--- src/rtl/multiplicador_seq.sv ---
// Sequential shift-and-add multiplier, one partial product per cycle.
// Ports: Clk, Rst (async active-low), Start, Abort, Signed, A, B -> Produto, Busy, Finalizado.
module multiplicador_seq #(
   parameter int WIDTH = 8
) (
   input  logic               Clk,
   input  logic               Rst,
   input  logic               Start,
   input  logic               Abort,
   input  logic               Signed,
   input  logic [WIDTH-1:0]   A,
   input  logic [WIDTH-1:0]   B,
   output logic [2*WIDTH-1:0] Produto,
   output logic               Busy,
   output logic               Finalizado
);

   localparam int CW = (WIDTH > 2) ? $clog2(WIDTH) : 1;
   localparam int PW = 2 * WIDTH;
   localparam logic [CW-1:0] LAST = CW'(WIDTH - 1);

   typedef enum logic [1:0] {
      IDLE,
      BUSY,
      DONE
   } state_t;

   state_t r_state;
   state_t w_next;

   logic [WIDTH-1:0] r_mcand;
   logic [WIDTH-1:0] r_mplier;
   logic             r_neg;
   logic [CW-1:0]    r_cnt;
   logic [PW-1:0]    r_acc;
   logic [PW-1:0]    r_prod;

   logic             w_start;
   logic             w_last;
   logic [WIDTH-1:0] w_mag_a;
   logic [WIDTH-1:0] w_mag_b;
   logic [PW-1:0]    w_addend;
   logic [PW-1:0]    w_sum;

   // Magnitudes: the most negative value maps onto its unsigned twin.
   always_comb begin
      w_mag_a = A;
      w_mag_b = B;
      if (Signed && A[WIDTH-1]) w_mag_a = ~A + WIDTH'(1);
      if (Signed && B[WIDTH-1]) w_mag_b = ~B + WIDTH'(1);
   end

   assign w_start  = Start && (r_state != BUSY);
   assign w_last   = (r_cnt == LAST);
   assign w_addend = r_mplier[0] ? (PW'(r_mcand) << r_cnt) : '0;
   assign w_sum    = r_acc + w_addend;

   always_ff @(posedge Clk or negedge Rst) begin
      if (!Rst) r_state <= IDLE;
      else      r_state <= w_next;
   end

   // Abort outranks completion on the final busy edge.
   always_comb begin
      w_next = r_state;
      unique case (r_state)
         IDLE: if (Start) w_next = BUSY;
         BUSY: begin
            if (Abort)       w_next = IDLE;
            else if (w_last) w_next = DONE;
         end
         DONE: w_next = Start ? BUSY : IDLE;
         default: w_next = IDLE;
      endcase
   end

   always_ff @(posedge Clk or negedge Rst) begin
      if (!Rst) begin
         r_mcand  <= '0;
         r_mplier <= '0;
         r_neg    <= 1'b0;
         r_cnt    <= '0;
         r_acc    <= '0;
         r_prod   <= '0;
      end else if (w_start) begin
         r_mcand  <= w_mag_a;
         r_mplier <= w_mag_b;
         r_neg    <= Signed & (A[WIDTH-1] ^ B[WIDTH-1]);
         r_cnt    <= '0;
         r_acc    <= '0;
      end else if (r_state == BUSY && !Abort) begin
         r_acc    <= w_sum;
         r_mplier <= r_mplier >> 1;
         r_cnt    <= r_cnt + CW'(1);
         if (w_last) r_prod <= r_neg ? (~w_sum + PW'(1)) : w_sum;
      end
   end

   assign Produto    = r_prod;
   assign Busy       = (r_state == BUSY);
   assign Finalizado = (r_state == DONE);

endmodule
--- config.mk ---
export PLATFORM = sky130hd
export DESIGN_NAME = multiplicador_seq
export DESIGN_NICKNAME = d
export VERILOG_FILES = /design/src/rtl/multiplicador_seq.sv
export SDC_FILE = /design/constraint.sdc
export NUM_CORES = 1
export LEC_CHECK = 0
export BUFFER_PORTS_ARGS = -buffer_cell sky130_fd_sc_hd__buf_2
export CORE_MARGIN = 10
export CORE_UTILIZATION = 54
export DETAILED_ROUTE_END_ITERATION = 12
export PLACE_DENSITY = 0.77
export SKIP_CTS_REPAIR_TIMING = 1
export SYNTH_ARGS = -nofsm -noshare
export SYNTH_HDL_FRONTEND = slang
export SYNTH_SLANG_ARGS = --single-unit
--- constraint.sdc ---
create_clock -name Clk -period 3.6 [get_ports Clk]
set_input_delay 0.18 -clock Clk [delete_from_list [all_inputs] [get_ports Clk]]
set_output_delay 0.18 -clock Clk [all_outputs]
set_load 0.01 [all_outputs]
# --- Word-level counts from Yosys, hierarchy flattened ---
# Cells that the tools add are included.
op_classes:
  bitwise: 6
  add_sub_neg: 5
  mux: 15
  n_reduce_logical: 9
  shifts: 1
  eq_ne: 6
op_table:
  columns: ["op", "n"]
  rows:
  - ["$mux W16", 4]
  - ["$mux W8", 4]
  - ["$add A16 B1 Y16 const B", 1]
  - ["$add A16 B16 Y16", 1]
  - ["$add A8 B1 Y8 const B", 2]
  - ["$not A16 Y16", 1]
  - ["$not A8 Y8", 2]
  - ["$shl A8 B3 Y16", 1]
  - ["$mux W2", 3]
  - ["$mux W3", 2]
  - ["$pmux W2 S3", 1]
  - ["$logic_and A1 B1 Y1", 4]
  - ["$add A3 B1 Y3 const B", 1]
  - ["$eq A3 B3 Y1 const B", 1]
  - ["$ne A3 B2 Y1 const B", 1]
  - ["$reduce_and A3 Y1", 1]
  - ["$eq A2 B1 Y1 const B", 1]
  - ["$eq A2 B2 Y1 const B", 1]
  - ["$logic_not A2 Y1", 1]
  - ["$ne A2 B1 Y1 const B", 1]
  - ["$ne A2 B2 Y1 const B", 1]
  - ["$reduce_and A2 Y1", 1]
  - ["$reduce_bool A2 Y1", 1]
  - ["$and A1 B1 Y1", 1]
  - ["4 further kinds", 4]
word_totals:
  output_inout_bits: 18
  input_bits: 21
  regBits: 54
  elab_cells: 49

# --- Depth between registers and ports, before layout ---
depth:
  depth_word: 6
  ltp_mapped: 17
  depth_no_buf: 15

# --- Worst setup path after synthesis ---
# No wires, ideal clock.
synth_timing:
  kind: "reg2reg"
  startpoint: "reg r_cnt[1]"
  endpoint: "reg r_prod[15], in the netlist Produto[15]"
  setup_ns: 0.124
  path_stages_with_launch: 18
  t_arrival_ns: 3.648
  path_buffers: 2
  slack_ns: -0.171
  synth_period_minus_slack_ns: 3.771
  required_ns: 3.476
  cell_sequence: "dfrtp_1 -> clkbuf_1 -> clkbuf_1 -> mux2i_1 -> nand2_1 -> o21ai_0 -> nor2_1 -> o21a_1 -> ha_1 -> a21oi_1 -> bufinv_8 -> o311ai_2 -> o21ai_1 -> a21oi_1 -> xnor2_1 -> o41ai_2 -> xor2_1 -> o21ai_1"
synth_between:
  elab_chain_cells: 6
  word_cells_on_any_way: 8
  classes_between: "add/sub (2); eq/ne (1); shift (1); mux (2); bitwise (1); reduce/logical (1)"
synth_lines:
  columns: ["item", "line", "rtl"]
  rows:
  - ["start: declaration", "34", "logic [CW-1:0] r_cnt;"]
  - ["start signal: assignment", "94", "r_cnt <= r_cnt + CW'(1);"]
  - ["$shl A8 B3 Y16", "55", "assign w_addend = r_mplier[0] ? (PW'(r_mcand) << r_cnt) : '0;"]
  - ["$mux W16", "55", null]
  - ["$add A16 B16 Y16", "56", "assign w_sum = r_acc + w_addend;"]
  - ["$not A16 Y16", "95", "if (w_last) r_prod <= r_neg ? (~w_sum + PW'(1)) : w_sum;"]
  - ["$add A16 B1 Y16", "95", null]
  - ["$mux W16", "95", null]
  - ["end signal: assignment", "95", null]
  - ["end: declaration", "36", "logic [PW-1:0] r_prod;"]
# Parallel ways exist; a longest one is shown, timed or not.
# A chain may end at the register's enable or synchronous reset.

# --- Final worst setup path ---
# Ends and elaborated chain as after synthesis.

==> results.cfg <==
[timing]
finalMaxSlewViolations = 0
worstMarginPinSlew_ps = 879.8
period_minus_slack_ps = 3652
rsz0062_at_grt = yes
fin_ws_ps = -52.48
finalSetupTns_ps = -52.48
holdWs_ps = -36.43
setup_violations = 1
fin_worst_skew_ps = 15.19
maxSlewHeadroom_pct = 41.21
final.period_utilization_pct = 101.5
fmax_ghz = 0.2738
hold_viol = 54

[logic_synthesis]
synth_edf_count = 0
yosysTopAreaCell = dfrtp_1
syn_inst = 439
synth_top_area_share_pct = 36.45
synth_area_per_cell_um2 = 8.445
ys_warn_count = 0
synth_fp_nets = 481
yosysSeqAreaShare_pct = 36.45
synth_cell_types = 56
ys_ff_latch = 54
synth.area.top_cells = dfrtp_1 36%, nand2_1 8.3%, ha_1 6.7%, o21ai_0 5.0%, xor2_1 4.7%
async_flop_share_pct = 100.0
netlist_area_mm2 = 0.003707
synth_top_cells_by_count = 82 x nand2_1, 54 x dfrtp_1, 37 x o21ai_0, 36 x nor2_1, 21 x clkbuf_1
ys.flop_type = dfrtp_1
synth.most_common_cell = nand2_1

[job]
drv_cap = 0

[floorplanning]
core_area_mm2 = 0.006719
die_w_um = 102.9
die_y_um = 102.9
dieArea_mm2 = 0.01058
start_util_pct = 55.18
ios = 39
num_rows = 30

[power_and_ir_drop]
power_leakage_nw = 2.199
p_sw_share_pct = 43.92
seq_power_share_pct = 27.8
fin_total_pwr_mw = 3.043
combPwrFrac_pct = 60.0
power_density_mw_per_mm2 = 683.7
power_switching_mw = 1.337
internal_power_mw = 1.706
clock_power_share_pct = 12.3
irDropWorstVdd_uv = 421.2

[final_layout]
drive_gt1_share_pct = 25.45
final_util_pct = 66.24
finalNetCount = 536
diodes = 0
syn_to_final_growth_pct = 20.05

[global_routing]
grt_pass1_vias = 3173
antenna_found_initial = 0
grt_max_degree = 55
gr-usage-all-layers_pct = 16.90
grt_pass1_wl_um = 14540
overflow = 0

[worst_setup_path]
critPathKind = reg2reg
cp-start-kind = flop
r2r_setup_slack_ps = -50
required_ps = 3790
end_kind = flop
critical_path_arrival_ps = 3840
r2r_start = r_cnt[1]
r2r-end = Produto[15]
ff2ff_path_depth = 15
path_max_fanout = 4

[drt]
wire_per_inst_um = 15.73
postRouteAntennaNets = 0
drc = 0
firstDrtPassIters = 4
num_vias = 3311
via_per_inst = 5.758
routed_wl_um = 9046
first_iter_violations = 138

[placement]
gp_congestion = 0.9126
place.port_buffers = 38
dp_hpwl_um = 6719

[cts]
cts-root-buf = clkbuf_8
cts_tree = done
clock-sinks = 54
htree_levels = 2
max-clock-path-buffers = 2
clk_latency_ps = 320
cts_inserted_buffers = 5
clkTransAtPathRegs_ps = 120

[run_status]
violations = negative hold slack, negative setup slack
outcome = finished, violations left

[worst_hold_path]
hold_class = in2async
==> metal layers <==
| layer | track usage, % | share of wire (%) | vias up | wire (µm) |
|---|---|---|---|---|
| li1 | - | - | 1630 | - |
| met1 | 19.96 | 42 | 1599 | 3783 |
| met2 | 31.16 | 53 | 69 | 4821 |
| met3 | 2.815 | 3.3 | 13 | 297 |
| met4 | 3.743 | 1.6 | 0 | 145 |
| met5 | 0 | 0 | - | 0 |
==> kinds of logic (layout without fill, tap and decap cells) <==
family	after synthesis	in the layout	synth area share, %
XOR/XNOR	37	37	8.741
AND/OR/NAND/NOR	162	162	18.97
adder cells (fa/ha/maj)	21	21	7.290
buffers and inverters	38	94	4.219
AO/OA/AOI/OAI	114	114	20.69
multiplexers	13	13	3.645
flip-flops	54	54	36.45
==> stage by stage <==
step	instance area [µm²]	std cells	setup WS (ps)
2_1_floorplan	3714	439	52.45
3_3_place_gp	4114	561	37.51
3_5_place_dp	4114	561	-90.34
4_1_cts	4212	569	-118.0
5_1_grt	4451	575	-182.4
6_report	4451	575	-52.48
==> area by class of cell <==
type / instances / area [µm²]
clock buffer: 5 / 68.82
clock inverter: 3 / 28.78
fill: 553 / 2268
inverter: 16 / 73.82
multi-input combinational: 347 / 2389
sequential: 54 / 1353
tap: 80 / 100.1
timing repair buffer: 70 / 437.9
==> state kept, by name, indices dropped and copies added (netlist names) <==
signal	count
r_mplier	8
r_state	2
Produto	16
r_mcand	8
r_cnt	3
r_acc	16
r_neg	1
==> how the worst max path moves through the flow <==
| stage | from | end | slack (ps) | cells after the start |
|---|---|---|---|---|
| final | r_cnt[1] | Produto[15] | -50 | 15 |
| after global routing | r_cnt[1] | Produto[15] | -180 | 15 |
| after CTS | r_cnt[1] | Produto[15] | -120 | 16 |
| after detailed placement | r_cnt[1] | Produto[15] | -90 | 16 |
| after global placement | r_cnt[1] | Produto[15] | 40 | 16 |
| after floorplan | r_cnt[0] | Produto[15] | 50 | 16 |
==> layout by cell type, fill, tap and decap left out, types with 15 or more instances in the layout <==
cell type	count
ha_1	16
nor2_1	33
o21ai_0	35
inv_1	15
xnor2_1	15
nand2_1	82
buf_4	30
dfrtp_1	53
buf_2	38
xor2_1	20
==> power by group through the flow <==
stage	Clock, mW	Combinational, mW	Sequential, mW
after global routing	0.411	2.00	0.859
final	0.373	1.82	0.845
after CTS	0.379	1.60	0.828
after global placement	0	1.55	0.835
after floorplan	0	1.11	0.803
after detailed placement	0	1.60	0.839
==> worst max-delay path, cell delays in order (launching register included) <==
cell and delay (ps):
dfrtp_1 430, buf_6 140, mux2i_2 220, nor2_1 60, a31oi_1 230, nor2_1 90
ha_1 350, a21o_1 220, a221o_1 360, o311ai_4 340, o21ai_1 110, a21oi_1 190
xnor2_1 130, o41ai_2 370, xor2_1 190, o21ai_1 80
No activity file was read; power rests on OpenSTA's default activity.
